$ cat src/rtl/rv16_fetch_unit.sv
// Instruction fetch front end: word-aligned fetch address generation, req/gnt/rvalid
// memory handshake, in-order fetch FIFO and redirect handling with response kill.
//
// state   | meaning
// --------+-----------------------------------------------------------
// ST_RUN  | issuing fetches whenever FIFO space covers every in-flight word
// ST_HALT | a bus error was returned; no requests until the next redirect
module rv16_fetch_unit #(
   parameter logic [31:0] RESET_PC   = 32'h0000_0000,
   parameter int unsigned FIFO_DEPTH = 2
) (
   input  logic        clk,
   input  logic        rst_n,
   input  logic        i_redirect,
   input  logic [31:0] i_redirect_pc,
   input  logic        i_stall,
   output logic        o_mem_req,
   output logic [31:0] o_mem_addr,
   input  logic        i_mem_gnt,
   input  logic        i_mem_rvalid,
   input  logic [31:0] i_mem_rdata,
   input  logic        i_mem_err,
   output logic [31:0] o_fetch_data,
   output logic        o_fetch_valid,
   output logic [31:0] o_pc,
   output logic        o_fetch_err
);

   localparam int unsigned AW = (FIFO_DEPTH > 1) ? $clog2(FIFO_DEPTH) : 1;
   localparam int unsigned CW = $clog2(FIFO_DEPTH) + 1;
   // kill can exceed FIFO_DEPTH when redirects arrive back-to-back; one extra bit of headroom
   localparam int unsigned KW = CW + 1;
   localparam logic [CW:0]   DEPTH_C = (CW+1)'(FIFO_DEPTH);
   localparam logic [CW-1:0] FULL_C  = CW'(FIFO_DEPTH);

   typedef enum logic [0:0] {
      ST_RUN  = 1'b0,
      ST_HALT = 1'b1
   } state_t;

   state_t        state_q, state_d;
   logic          armed_q, armed_d;
   logic [29:0]   fetch_addr_q, fetch_addr_d;
   logic [31:0]   resp_pc_q, resp_pc_d;
   logic [CW-1:0] outstanding_q, outstanding_d;
   logic [KW-1:0] kill_q, kill_d;
   logic [CW-1:0] count_q, count_d;
   logic [AW-1:0] wr_ptr_q, wr_ptr_d;
   logic [AW-1:0] rd_ptr_q, rd_ptr_d;

   logic [31:0] fifo_data_q [FIFO_DEPTH];
   logic [31:0] fifo_data_d [FIFO_DEPTH];
   logic [31:0] fifo_pc_q   [FIFO_DEPTH];
   logic [31:0] fifo_pc_d   [FIFO_DEPTH];
   logic        fifo_err_q  [FIFO_DEPTH];
   logic        fifo_err_d  [FIFO_DEPTH];

   logic [CW:0]   occupancy;
   logic [KW-1:0] in_flight;
   logic          issue;
   logic          handshake;
   logic          resp_killed;
   logic          resp_live;
   logic          push;
   logic          pop;

   always_comb begin
      occupancy   = {1'b0, count_q} + {1'b0, outstanding_q};
      issue       = (state_q == ST_RUN) && armed_q && (occupancy < DEPTH_C);
      handshake   = issue && i_mem_gnt;
      resp_killed = i_mem_rvalid && (kill_q != '0);
      resp_live   = i_mem_rvalid && (kill_q == '0);
      push        = resp_live && (state_q == ST_RUN) && !i_redirect;
      pop         = (count_q != '0) && !i_stall && !i_redirect;
      // every in-flight response after this cycle, whether killed or not, becomes a kill
      in_flight   = kill_q + KW'(outstanding_q) + KW'(handshake) - KW'(i_mem_rvalid);
   end

   always_comb begin
      state_d       = state_q;
      armed_d       = 1'b1;
      fetch_addr_d  = fetch_addr_q;
      resp_pc_d     = resp_pc_q;
      outstanding_d = outstanding_q;
      kill_d        = kill_q;
      count_d       = count_q;
      wr_ptr_d      = wr_ptr_q;
      rd_ptr_d      = rd_ptr_q;
      fifo_data_d   = fifo_data_q;
      fifo_pc_d     = fifo_pc_q;
      fifo_err_d    = fifo_err_q;

      if (i_redirect) begin
         state_d       = ST_RUN;
         fetch_addr_d  = i_redirect_pc[31:2];
         resp_pc_d     = i_redirect_pc & ~32'd1;
         outstanding_d = '0;
         kill_d        = in_flight;
         count_d       = '0;
         wr_ptr_d      = '0;
         rd_ptr_d      = '0;
      end else begin
         if (handshake) begin
            fetch_addr_d = fetch_addr_q + 30'd1;
         end
         outstanding_d = outstanding_q + CW'(handshake) - CW'(resp_live);
         kill_d        = kill_q - KW'(resp_killed);

         if (resp_live) begin
            resp_pc_d = {resp_pc_q[31:2] + 30'd1, 2'b00};
            if (i_mem_err && (state_q == ST_RUN)) begin
               state_d = ST_HALT;
            end
         end

         if (push) begin
            fifo_data_d[wr_ptr_q] = i_mem_err ? 32'h0 : i_mem_rdata;
            fifo_pc_d[wr_ptr_q]   = resp_pc_q;
            fifo_err_d[wr_ptr_q]  = i_mem_err;
            wr_ptr_d              = wr_ptr_q + AW'(1);
         end
         if (pop) begin
            rd_ptr_d = rd_ptr_q + AW'(1);
         end
         count_d = count_q + CW'(push) - CW'(pop);
      end
   end

   always_ff @(posedge clk) begin
      if (!rst_n) begin
         state_q       <= ST_RUN;
         armed_q       <= 1'b0;
         fetch_addr_q  <= RESET_PC[31:2];
         resp_pc_q     <= RESET_PC & ~32'd1;
         outstanding_q <= '0;
         kill_q        <= '0;
         count_q       <= '0;
         wr_ptr_q      <= '0;
         rd_ptr_q      <= '0;
      end else begin
         state_q       <= state_d;
         armed_q       <= armed_d;
         fetch_addr_q  <= fetch_addr_d;
         resp_pc_q     <= resp_pc_d;
         outstanding_q <= outstanding_d;
         kill_q        <= kill_d;
         count_q       <= count_d;
         wr_ptr_q      <= wr_ptr_d;
         rd_ptr_q      <= rd_ptr_d;
      end
   end

   always_ff @(posedge clk) begin
      fifo_data_q <= fifo_data_d;
      fifo_pc_q   <= fifo_pc_d;
      fifo_err_q  <= fifo_err_d;
   end

   assign o_mem_req     = issue;
   assign o_mem_addr    = {fetch_addr_q, 2'b00};
   assign o_fetch_valid = (count_q != '0);
   assign o_fetch_data  = o_fetch_valid ? fifo_data_q[rd_ptr_q] : 32'h0;
   assign o_pc          = o_fetch_valid ? fifo_pc_q[rd_ptr_q]   : 32'h0;
   assign o_fetch_err   = o_fetch_valid ? fifo_err_q[rd_ptr_q]  : 1'b0;

   a_no_overflow: assert property (@(posedge clk) disable iff (!rst_n)
      !(push && !pop && (count_q == FULL_C)));

   a_rvalid_expected: assert property (@(posedge clk) disable iff (!rst_n)
      !(i_mem_rvalid && (kill_q == '0) && (outstanding_q == '0)));

endmodule
$ cat config.mk
export PLATFORM = sky130hd
export DESIGN_NAME = rv16_fetch_unit
export DESIGN_NICKNAME = d
export VERILOG_FILES = /design/src/rtl/rv16_fetch_unit.sv
export SDC_FILE = /design/constraint.sdc
export NUM_CORES = 1
export LEC_CHECK = 0
export ABC_AREA = 1
export CORE_MARGIN = 2
export CORE_UTILIZATION = 35
export CTS_CLUSTER_DIAMETER = 30
export DETAILED_ROUTE_END_ITERATION = 8
export GPL_ROUTABILITY_DRIVEN = 0
export PLACE_DENSITY = 0.63
export SLEW_MARGIN = 10
export SYNTH_ARGS = -nofsm -noshare
export SYNTH_HDL_FRONTEND = slang
export SYNTH_SLANG_ARGS = --single-unit
$ cat constraint.sdc
create_clock -name clk -period 4.7 [get_ports clk]
set_clock_uncertainty 0.05 [all_clocks]
set_input_delay 0.94 -clock clk [delete_from_list [all_inputs] [get_ports clk]]
set_output_delay 0.94 -clock clk [all_outputs]
set_load 0.01 [all_outputs]
== Yosys cells after proc, flatten, opt, wreduce, memory -nomap -nowiden ==
Cells that the tools add are included.
Word-level totals
  bits in registers: 202
  output and inout port bits: 99
  logic and storage cells: 84
Cells by class
  add/sub/neg operators: 13
  magnitude comparators: 4
  multiplexer cells: 26
  bitwise operators: 5
  reductions and logical operators: 21
Operators by type and width (number)
  $mux 32: 12
  $bwmux 64: 2
  $add 30x1->30 const B: 2
  $mux 30: 2
  $demux 32 s1: 1
  $logic_and 1x1->1: 11
  $mux 1: 6
  $reduce_bool 2->1: 3
  $sub 3x1->3: 2
  $add 2x1->2: 2
  $ge 2x2->1 const B: 2
  $not 1->2: 2
  $reduce_and 2->1: 2
  $sub 2x1->2: 2
  $add 2x2->3: 1
  $add 3x1->3: 1
  $add 3x2->3: 1
  $logic_not 3->1: 1
  $lt 3x2->1 const B: 1
  $mux 3: 1
  $not 1->1: 3
  $reduce_bool 3->1: 1
  $add 1x1->1 const B: 2
  $bwmux 2: 1
  other kinds (4): 5

== Logic depth before layout (Yosys ltp) ==
Gate-level depths: netlist of the first run.
  depth in word-level cells: 7
  depth in mapped cells: 14
  mapped depth without buffers: 13

== Least setup slack after synthesis of the first run ==
OpenSTA, ideal clock, no wires.
  path kind: in2reg
  from: in i_mem_rvalid
  to: reg fifo_data_q[0] (netlist bit) (enable)
  library setup time: 488 ps
  arrival time: 3984 ps
  data required time: 4162 ps
  slack: 178 ps
  stages: 4
  buffers on the path: 0
  path through: nand2_2 nor2_1 nand2_1 nor2_1
On the way
  longest elaborated chain between the ends: 4
Ends and longest elaborated chain
  from (decl): line 20  | input logic i_mem_rvalid,
  $logic_and 1x1->1: line 72  | resp_live = i_mem_rvalid && (kill_q == '0);
  $logic_and 1x1->1 (2 in series): line 73  | push = resp_live && (state_q == ST_RUN) && !i_redirect;
  $reduce_and 2->1 (no source line)
  to (signal assigned): line 154  | fifo_data_q <= fifo_data_d;
  to (decl): line 51  | logic [31:0] fifo_data_q [FIFO_DEPTH];
No other way between the ends.
A chain may end at the register's enable or synchronous reset.

== Worst setup path after layout of the first run ==
  from: reg rd_ptr_q
  to: out o_pc[8]
On the way
  longest elaborated chain between the ends: 5
Ends and longest elaborated chain
  from (decl): line 49  | logic [AW-1:0] rd_ptr_q, rd_ptr_d;
  from (signal assigned): line 149  | rd_ptr_q <= rd_ptr_d;
  $not 1->2 (implied by the code): line 163  | assign o_pc = o_fetch_valid ? fifo_pc_q[rd_ptr_q] : 32'h0;
  $mux 32 (implied by the code) (3 in series): line 163
  $mux 32: line 163
  to (decl): line 25  | output logic [31:0] o_pc,
No other way between the ends. The select of a mux whose other input is x is not followed.

==> run_results.csv, run 1 <==
group,metric,value,unit
worst_setup_path,critPathCaptureType,"output port",
cts,cts_buffer_depth,2,
floorplan,die-area,0.0291,mm^2
finish,diodes,0,
routing,routedWlPerCell,15.0,um
worst_setup_path,worstPathArrival,2.58,ns
floorplan,dieHeight,171,um
worst_hold_path,hold_end,"fifo_pc_q[63]",
global_routing,grt_util_met1,25.0,%
synthesis,synth_edf_count,128,
cts,cts_buffers,17,
sta,max_slew_margin,22.8,%
floorplan,rows,60,
synthesis,synth_sequential_area_ratio,54.5,%
power_and_ir_drop,leakagePower,4.72,nW
worst_setup_path,r2r_cells,13,
synthesis,synthCells,1188,
worst_setup_path,critPathKind,"register to output port",
worst_setup_path,start_kind,"register",
finish,final_common_cell,"nand2_1",
worst_setup_path,r2r_end,"kill_q[2]",
synthesis,synth_warnings,0,
sta,setup_violations,0,
placed_design,hpwlAfterDp,17700,um
global_routing,met2_usage,27.8,%
global_routing,grt-ovfl-total,0,
global_routing,antenna_found_initial,0,
cts,ctsResizeCount,0,
power_and_ir_drop,power_density,354,mW/mm^2
floorplan,fp.dieW,171,um
worst_setup_path,r2r_slack,1.97,ns
cts,clock_latency,0.44,ns
finish,nNetsFinal,1426,
status,outcome,"finished clean",
floorplan,floorplan.initialDensity,35.8,%
global_routing,grt_max_degree,66,
global_routing,grt_use_met3,4.02,%
run,drv_cap,0,
finish,area_growth,27.6,%
synthesis,synth-async-reset-ratio,0,%
placed_design,portBuffers,165,
cts,post-cts-setup-buffers,0,
placed_design,pre_cts_ws,1.37,ns
worst_setup_path,cp.required,3.71,ns
sta,maxSlewViolCount,0,
worst_setup_path,r2r_start,"outstanding_q[0]",
synthesis,syn_area,0.00970,mm^2
routing,postRouteAntennaNets,0,
routing,drc_errors,0,
worst_hold_path,hold_class,"register to register",
sta,hold_viol,0,
global_routing,grtUsageTotal,17.8,%
finish,layout_common_cells,"nand2_1 (364), clkdlybuf4s50_1 (165), inv_1 (137), edfxtp_1 (128)",
synthesis,ys_ff_latch,200,
sta,worstMarginPinSlew,1.15,ns
cts,holdBufCountCts,0,
finish,nFillCells,2624,
power_and_ir_drop,ir_drop,0.192,mV
routing,wirelength,26000,um
floorplan,coreArea,0.0271,mm^2
global_routing,grt_pass1_wl,40600,um
sta,finalCritPeriodShare,76.0,%
sta,worst_slack,1.13,ns
cts,cts_sinks,200,
routing,routed_via_density,4.79,
routing,num_vias,8265,
global_routing,grt_pass1_vias,7790,
floorplan,io_pins,170,
routing,drt-initial-drc-count,717,
sta,rsz0062_at_grt,"no",
synthesis,synthTopCellsByArea,"edfxtp_1 (40%), dfxtp_1 (15%), nand2_1 (14%)",
synthesis,syn_avg_cell_area,8.17,um^2
synthesis,synth_top_area_cell,"edfxtp_1",
synthesis,synth.lib_cells_used.distinct,31,
finish,layout-drive-gt1-share,5.54,%
worst_hold_path,hold_depth,0,
routing,drtPass1Iterations,5,
sta,period_needed,3.57,ns
worst_hold_path,hold_start,"resp_pc_q[31]",
synthesis,synth_flop_cell,"edfxtp_1",
finish,final_util,45.7,%
sta,fin_tns_setup,0,ns
cts,cts_htree_levels,4,
cts,clk_pin_slew,0.08,ns
cts,cts_tree,"yes",
sta,fmax,0.280,GHz
cts,cts-root-buf,"clkbuf_16",
synthesis,yosysTopAreaCellShare,39.6,%
global_routing,grt-busiest-layer,"met2",
worst_setup_path,path_max_fanout,38,
-- worst max path at each step --
stage	cells past startpoint	to	slack (ns)	startpoint
final	5	o_pc[8]	1.13	rd_ptr_q
after global routing	5	o_pc[8]	0.97	rd_ptr_q
after CTS	5	o_pc[8]	1.07	rd_ptr_q
after detailed placement	6	fifo_pc_q[22]	1.37	i_mem_rvalid
after global placement	6	fifo_data_q[26]	1.41	i_mem_rvalid
after floorplan	4	fifo_data_q[0]	0.18	i_mem_rvalid
-- cell families after synthesis --
logic type / synth area share [%]
flops: 54.5
xor+xnor: 1.90
other cells: 0.0386
compound gates: 9.56
fa+ha+maj: 1.91
buf+inv: 7.56
simple gates: 24.6
-- area by class of cell --
class / instances / area [um^2] / share of cell area [%]
well taps: 372 / 465 / 3.76
repair buffers: 177 / 1750 / 14.2
flip-flops and latches: 200 / 5290 / 42.7
multi-input cells: 802 / 3710 / 30.0
clock inverters: 15 / 191 / 1.55
inverters: 144 / 541 / 4.37
clock buffers: 17 / 425 / 3.44
-- report_power, final --
group	switching, mW	total, mW	leakage [nW]	internal (mW)
clock	0.783	1.52	0.299	0.733
combinational	0.427	0.729	2.64	0.302
sequential	0.101	2.14	1.78	2.04
total	1.31	4.38	4.72	3.07
-- flip-flops by register name, summed over array words and instances, names as in the netlist --
signal	flops
armed_q	1
count_q	2
fetch_addr_q	30
fifo_data_q	64
fifo_err_q	2
fifo_pc_q	62
kill_q	3
outstanding_q	2
rd_ptr_q	1
resp_pc_q	31
state_q	1
wr_ptr_q	1
-- worst max-delay path, stage by stage (launching register included) --
cell and delay, ns:
dfxtp_2 0.33, inv_2 0.50, buf_4 0.45, nand2_1 0.10, a21oi_1 0.17, clkdlybuf4s50_1 0.60
-- cell usage after synthesis, types with 8 or more instances --
cell type    n
dfxtp_1     72
a21oi_1    119
xor2_1      14
o21ai_0     47
ha_1        10
nand2_1    364
buf_2       10
a31oi_1     12
nor2_1     122
nand3_1     65
edfxtp_1   128
buf_1        8
clkbuf_1    22
inv_1      138
-- metal layers --
metal / share of wire, % / routed length (um)
met1: 46 / 12000
met2: 44 / 11500
met3: 8.0 / 2080
met4: 1.5 / 395
met5: 0 / 0
-- stage by stage --
stage / cell area, um^2 / hold WS (ns) / power (mW) / cells
CTS: 12400 / 0.460 / 4.42 / 1727
floorplan: 9710 / 0.375 / 2.58 / 1190
finish: 12400 / 0.454 / 4.38 / 1727
global route: 12400 / 0.481 / 4.58 / 1727
detailed placement: 11800 / 0.434 / 2.91 / 1695
global placement: 11800 / 0.419 / 2.90 / 1695
Note: power is estimated with default switching activity, not from simulation.
==> run 2: changes to the inputs <==
- PLACE_DENSITY: 0.63 -> 0.61
- clock period: 4.7 -> 3.3 ns (I/O delays scaled with it)
==> run 2 against run 1 <==
Net effect:
- combinational power rose by 44%
- sequential power rose by 43%
- largest cell class unchanged
- sequential cell count did not move
- register-to-register slack got worse by 1.4 ns
- largest power group unchanged
- sequential share of layout area fell by 0.25 points
- core utilization rose by 0.27 points
- via count barely moved
- total power rose by 44%
==> run_results.csv, run 2 (same netlist as run 1, synthesis figures left out) <==
group,metric,value,unit
finish,largest_reg_flops,64,
power_and_ir_drop,power_density,507,mW/mm^2
sta,setup_violations,0,
placed_design,hpwlAfterDp,17800,um
finish,regMostFlops,"fifo_data_q",
floorplan,coreArea,0.0271,mm^2
worst_setup_path,start_kind,"register",
worst_setup_path,critPathCaptureType,"output port",
power_and_ir_drop,seqPwrFrac,48.2,%
global_routing,grt-ovfl-total,0,
power_and_ir_drop,ir_drop,0.369,mV
floorplan,fp.dieW,171,um
routing,drc_errors,0,
worst_setup_path,r2r_slack,0.62,ns
power_and_ir_drop,leakagePower,4.75,nW
cts,cts_htree_levels,4,
finish,largestRegisters,"fifo_data_q x64, fifo_pc_q x62, resp_pc_q x31",
floorplan,rows,60,
floorplan,io_pins,170,
routing,routed_via_density,4.78,
sta,period_needed,2.90,ns
global_routing,grt_pass1_wl,41100,um
routing,postRouteAntennaNets,0,
cts,ctsResizeCount,0,
cts,cts_tree,"yes",
sta,fin_tns_setup,0,ns
sta,rsz0062_at_grt,"no",
cts,cts_sinks,200,
worst_setup_path,critPathMaxStageDelay,0.54,ns
power_and_ir_drop,switchingPower,1.90,mW
finish,layout-drive-gt1-share,5.74,%
cts,post-cts-setup-buffers,0,
sta,finalCritPeriodShare,87.9,%
worst_hold_path,hold_start,"state_q",
routing,drt-initial-drc-count,634,
sta,worst_slack,0.400,ns
cts,clk_pin_slew,0.08,ns
worst_hold_path,hold_class,"register to register",
placed_design,pre_cts_ws,0.360,ns
worst_setup_path,critPathKind,"register to output port",
finish,final_common_cell,"nand2_1",
power_and_ir_drop,switching_share,30.1,%
status,outcome,"finished clean",
floorplan,die-area,0.0291,mm^2
power_and_ir_drop,pwr-share-clk,35.2,%
cts,cts-root-buf,"clkbuf_16",
run,drv_cap,0,
worst_setup_path,worstPathArrival,2.19,ns
floorplan,dieHeight,171,um
cts,cts_buffer_depth,2,
cts,cts_buffers,17,
sta,hold_viol,0,
power_and_ir_drop,total_power,6.32,mW
cts,clock_latency,0.45,ns
worst_setup_path,cp_slowest_cell,"clkdlybuf4s50_1",
sta,maxSlewViolCount,0,
global_routing,antenna_found_initial,0,
finish,area_growth,28.3,%
power_and_ir_drop,p_int,4.42,mW
worst_setup_path,startpoint,"outstanding_q[0]",
routing,drtPass1Iterations,6,
worst_setup_path,r2r_start,"outstanding_q[0]",
floorplan,floorplan.initialDensity,35.8,%
worst_setup_path,path_max_fanout,3,
placed_design,portBuffers,165,
finish,layout_common_cells,"nand2_1 (364), clkdlybuf4s50_1 (165), inv_1 (137), edfxtp_1 (128)",
finish,nNetsFinal,1429,
sta,fmax,0.345,GHz
global_routing,grt_max_degree,67,
power_and_ir_drop,p_comb_share,16.6,%
sta,max_slew_margin,55.9,%
global_routing,grtUsageTotal,18.1,%
finish,diodes,0,
worst_setup_path,cp_common_cell,"inv_1",
routing,wirelength,26000,um
sta,worstMarginPinSlew,0.660,ns
routing,num_vias,8268,
cts,holdBufCountCts,0,
routing,routedWlPerCell,15.1,um
worst_setup_path,crit_chain,"nand2_1 -> inv_1 -> fa_1 -> nor2_1 -> nand3_1 -> inv_1 -> clkdlybuf4s50_1",
global_routing,grt_pass1_vias,7853,
worst_setup_path,cp.required,2.59,ns
run 2: cell types whose count changed in the layout (fill, tap and decap cells not counted):
cell	before	now
buf_12	1	3
inv_8	3	1
buf_4	11	12
inv_12	2	6
clkinv_4	2	0
run 2: final timing paths:
path / end / cells after the start
worst max-delay path: o_mem_req / 7
worst min-delay path: state_q / 2
worst max register to register: kill_q[2] / 13
worst min register to register: state_q / 2
run 2: final cells by class:
class / count / area [um^2]
repair buffers: 180 / 1800
multi-input cells: 802 / 3710
inverters: 144 / 541
clock buffers: 17 / 425
well taps: 372 / 465
flip-flops and latches: 200 / 5290
fillers: 2675 / 14700
clock inverters: 15 / 216
run 2: worst max-delay path: cells and delay by family, from the launching register on:
family	cells	cell delay, ns
buf+inv	3	0.69
flops	1	0.40
fa+ha+maj	1	0.40
simple gates	3	0.26
run 2: through the flow:
stage	utilization, %	std cells	hold slack, ns	cell area, um^2
floorplan	-	1190	0.375	9720
global placement	43.6	1698	0.425	11800
detailed placement	43.6	1698	0.440	11800
CTS	45.9	1730	0.459	12500
global route	45.9	1730	0.485	12500
finish	45.9	1730	0.465	12500
run 2: power by group through the flow:
stage | sequential, mW | combinational (mW) | clock [mW]
2_1_floorplan | 3.08 | 0.598 | 0
3_3_place_gp | 3.10 | 1.04 | 0
3_5_place_dp | 3.10 | 1.06 | 0
4_1_cts | 3.05 | 1.06 | 2.26
5_1_grt | 3.07 | 1.17 | 2.35
6_report | 3.05 | 1.05 | 2.22
run 2: per-layer routing:
metal  track usage [%]  wire length [um]  vias up
li1                  -                 -     4149
met1              26.0             12300     3846
met2              28.1             11700      250
met3              3.47              1660       23
met4              4.76               310        0
met5                 0                 0        -
==> run 3: changes to the inputs <==
- CORE_UTILIZATION: 35 -> 25
- MAX_ROUTING_LAYER: unset -> met4
- PLACE_DENSITY: 0.61 -> 0.48
- SLEW_MARGIN: 10 -> 25
==> run 3 against run 2 <==
Net effect:
- wire length grew 11%
- highest routed layer unchanged
- critical path type unchanged
- register-to-register slack about the same
- combinational power about the same
- sequential power barely moved
- largest cell class unchanged
- die area increased by 39%
- clock power about the same
- critical path depth fell by 1
- core utilization down 13 points
- non-clock buffer count increased by 2
- clock-buffer cell count stayed put
==> run_results.csv, run 3 (same netlist as run 1, synthesis figures left out) <==
group,metric,value,unit
routing,drc_errors,0,
sta,rsz0062_at_grt,"no",
worst_hold_path,hold_class,"register to register",
worst_setup_path,critPathKind,"register to output port",
power_and_ir_drop,p_int,4.52,mW
placed_design,pre_cts_ws,0.353,ns
sta,worstMarginPinSlew,0.684,ns
power_and_ir_drop,switchingPower,1.85,mW
cts,cts-root-buf,"clkbuf_16",
routing,drt-initial-drc-count,435,
worst_setup_path,start_kind,"register",
cts,cts_sinks,200,
finish,largest_reg_flops,64,
power_and_ir_drop,pwr-share-clk,35.2,%
floorplan,dieHeight,201,um
global_routing,grt_pass1_vias,7974,
routing,postRouteAntennaNets,0,
worst_setup_path,critPathCaptureType,"output port",
power_and_ir_drop,ir_drop,0.396,mV
power_and_ir_drop,switching_share,29.0,%
placed_design,portBuffers,165,
status,outcome,"finished clean",
power_and_ir_drop,p_comb_share,16.9,%
floorplan,rows,72,
worst_setup_path,path_max_fanout,27,
sta,maxSlewViolCount,0,
finish,nNetsFinal,1431,
sta,max_slew_margin,54.3,%
sta,setup_violations,0,
sta,worst_slack,0.256,ns
finish,layout_common_cells,"nand2_1 (364), clkdlybuf4s50_1 (165), inv_1 (137), edfxtp_1 (128)",
power_and_ir_drop,leakagePower,4.78,nW
finish,largestRegisters,"fifo_data_q x64, fifo_pc_q x62, resp_pc_q x31",
routing,routed_via_density,4.40,
cts,cts_buffers,17,
global_routing,grtUsageTotal,14.8,%
finish,nFillCells,4070,
finish,diodes,0,
finish,area_growth,30.7,%
finish,final_common_cell,"nand2_1",
cts,ctsResizeCount,0,
run,drv_cap,0,
cts,cts_htree_levels,4,
global_routing,grt_pass1_wl,45000,um
cts,post-cts-setup-buffers,0,
sta,period_needed,3.04,ns
cts,holdBufCountCts,0,
floorplan,die-area,0.0404,mm^2
routing,num_vias,8254,
sta,fin_tns_setup,0,ns
finish,seqCellArea,0.00529,mm^2
sta,finalCritPeriodShare,92.2,%
finish,multi_input_area,0.00371,mm^2
power_and_ir_drop,power_density,502,mW/mm^2
worst_setup_path,worstPathArrival,2.33,ns
cts,cts_buffer_depth,2,
finish,layout-drive-gt1-share,5.88,%
sta,hold_viol,0,
floorplan,floorplan.initialDensity,25.2,%
routing,drtPass1Iterations,4,
placed_design,hpwlAfterDp,20200,um
global_routing,grt-ovfl-total,0,
cts,clock_latency,0.45,ns
floorplan,io_pins,170,
routing,wirelength,28900,um
routing,routedWlPerCell,15.4,um
finish,regMostFlops,"fifo_data_q",
floorplan,coreArea,0.0385,mm^2
global_routing,grt_max_degree,65,
global_routing,antenna_found_initial,0,
power_and_ir_drop,seqPwrFrac,47.9,%
worst_setup_path,cp.required,2.59,ns
cts,clk_pin_slew,0.08,ns
sta,fmax,0.329,GHz
cts,cts_tree,"yes",
floorplan,fp.dieW,201,um
==> run 3: cell types whose count changed in the layout (fill, tap and decap cells not counted) <==
cell,previous run,this run
buf_12,3,7
inv_8,1,3
inv_6,3,5
bufinv_16,0,2
clkinv_4,0,1
inv_12,6,0
buf_4,12,10
clkinv_8,5,3
clkinv_2,0,1
==> run 3: final cells by class <==
type	instances	share of cell area (%)
Sequential cell	200	41.7
Multi-Input combinational cell	802	29.3
Timing Repair Buffer	182	14.7
Tap cell	518	5.11
Inverter	144	4.26
Clock buffer	17	3.35
Clock inverter	15	1.58
==> run 3: final timing paths <==
check	startpoint	end	slack [ns]	cells after the start
min reg2reg	resp_pc_q[31]	fifo_pc_q[31]	0.48	0
max reg2reg	outstanding_q[0]	kill_q[2]	0.62	13
max	rd_ptr_q	o_fetch_data[15]	0.26	6
min	resp_pc_q[31]	fifo_pc_q[31]	0.48	0
==> run 3: routing by layer <==
layer / vias up / global-route usage (%) / share of wire, %
met5: - / - / 0
met4: 0 / 3.99 / 1.5
met3: 30 / 2.69 / 4.1
met2: 218 / 22.5 / 44
met1: 3859 / 20.2 / 50
li1: 4147 / - / -
==> run 3: metrics by stage <==
step / utilization (%) / hold slack (ns) / area, um^2 / instances / total power, mW
2_1_floorplan: - / 0.375 / 9720 / 1190 / 3.67
3_3_place_gp: 31.3 / 0.458 / 12100 / 1846 / 4.18
3_5_place_dp: 31.3 / 0.470 / 12100 / 1846 / 4.20
4_1_cts: 33.0 / 0.477 / 12700 / 1878 / 6.45
5_1_grt: 33.0 / 0.485 / 12700 / 1878 / 6.67
6_report: 33.0 / 0.477 / 12700 / 1878 / 6.37
==> run 3: power groups by stage <==
stage / registers, mW / logic (mW) / clock network, mW
5_1_grt: 3.08 / 1.21 / 2.39
6_report: 3.05 / 1.08 / 2.24
4_1_cts: 3.05 / 1.10 / 2.31
3_5_place_dp: 3.11 / 1.09 / 0
3_3_place_gp: 3.10 / 1.08 / 0
2_1_floorplan: 3.08 / 0.598 / 0
==> run 3: worst max-delay path: stages (launching register included) <==
cell	delay, ns
dfxtp_2	0.34
inv_2	0.30
buf_12	0.25
buf_12	0.18
nand2_1	0.06
a21oi_1	0.15
clkdlybuf4s50_1	0.59
==> RTL edit, RTL diff (config.mk and constraints of run 1) <==
Register the output `o_fetch_err`; this adds one clock of latency there. The other outputs are not delayed to match.
--- a/src/rtl/rv16_fetch_unit.sv
+++ b/src/rtl/rv16_fetch_unit.sv
@@ -162,5 +162,7 @@
    assign o_fetch_data  = o_fetch_valid ? fifo_data_q[rd_ptr_q] : 32'h0;
    assign o_pc          = o_fetch_valid ? fifo_pc_q[rd_ptr_q]   : 32'h0;
-   assign o_fetch_err   = o_fetch_valid ? fifo_err_q[rd_ptr_q]  : 1'b0;
+   always_ff @(posedge clk) begin
+      o_fetch_err <= o_fetch_valid ? fifo_err_q[rd_ptr_q]  : 1'b0;
+   end
 
    a_no_overflow: assert property (@(posedge clk) disable iff (!rst_n)
Formal check against the unedited RTL: not equivalent (Yosys sat finds a counterexample within 4 cycles, from zero or initial values and one cycle with rst_n low).
==> RTL edit against run 1 <==
Wire length up 3.6%. Total power up 49%. First-iteration DRC count down 8.9%. Synthesized area up 1.9%. Cell area up 11%. Cell count up 3.5%. Non-clock buffer count down 3. Core utilization up 3.7 points. Combinational power about the same. Sequential cell count up 1. Worst setup slack worse by 96 ps. Critical path type unchanged.
==> RTL edit: results <==
timing:
  holdWs_ps: 444
  max_slew_margin: 0.438
logic_synthesis:
  synth_compound_area_frac: 0.0951
  synth_commonest_cells: "nand2_1 (349), inv_1 (141), edfxtp_1 (128)"
  seq_area_frac_synth: 0.536
  synthAdderAreaFrac: 0.0187
  syn_inst: 1191
  synth-xor-area-share: 0.0151
clock_tree:
  cts_inserted_buffers: 48
  clk_pin_slew_ps: 50
  clk_latency_ps: 530
run_status:
  status: "complete, no violations"
critical_path:
  worst-r2r-setup-slack_ps: 2100
  path_max_fanout: 46
finish:
  nFillCells: 2609
  drive_gt1_frac: 0.109
  final_nets: 1453
global_route:
  grt_pass1_vias: 8322
  use_met3: 0.0469
  grtUsageMet2: 0.290
detailed_routing:
  met3WireLength_mm: 2.34
  num_vias: 8557
  wl_met1_mm: 12.2
power_and_ir_drop:
  p_leak_nw: 5.31
  clockPowerShare: 0.558
  irDropWorstVdd_v: 0.000254
[RTL edit: final cells by class]
cell class	count	share of cell area
inverter	145	0.0397
sequential	201	0.387
clock buffer	54	0.0914
clock inverter	36	0.0398
multi-input combinational	799	0.281
tap	378	0.0345
timing repair buffer	174	0.127
[RTL edit: how the worst max path moves through the flow]
stage                       endpoint  cells past startpoint  slack, ps
global placement     fifo_data_q[26]                      6       1270
global route         o_fetch_data[1]                      5        860
floorplan             fifo_data_q[0]                      4         70
finish              o_fetch_data[18]                      5       1030
detailed placement   fifo_data_q[16]                      6       1250
CTS                          o_pc[4]                      5        990
[RTL edit: stage by stage]
stage	area [um^2]	setup WS, ps
2_1_floorplan	9900	66.5
3_3_place_gp	11900	1270
3_5_place_dp	11900	1250
4_1_cts	13700	994
5_1_grt	13700	855
6_report	13700	1030
[RTL edit: worst max-delay path, stage by stage, from the launching register on]
cell and delay, ps:
dfxtp_2 320, inv_2 600, buf_4 390, nand2_1 80, a21oi_1 180, clkdlybuf4s50_1 570
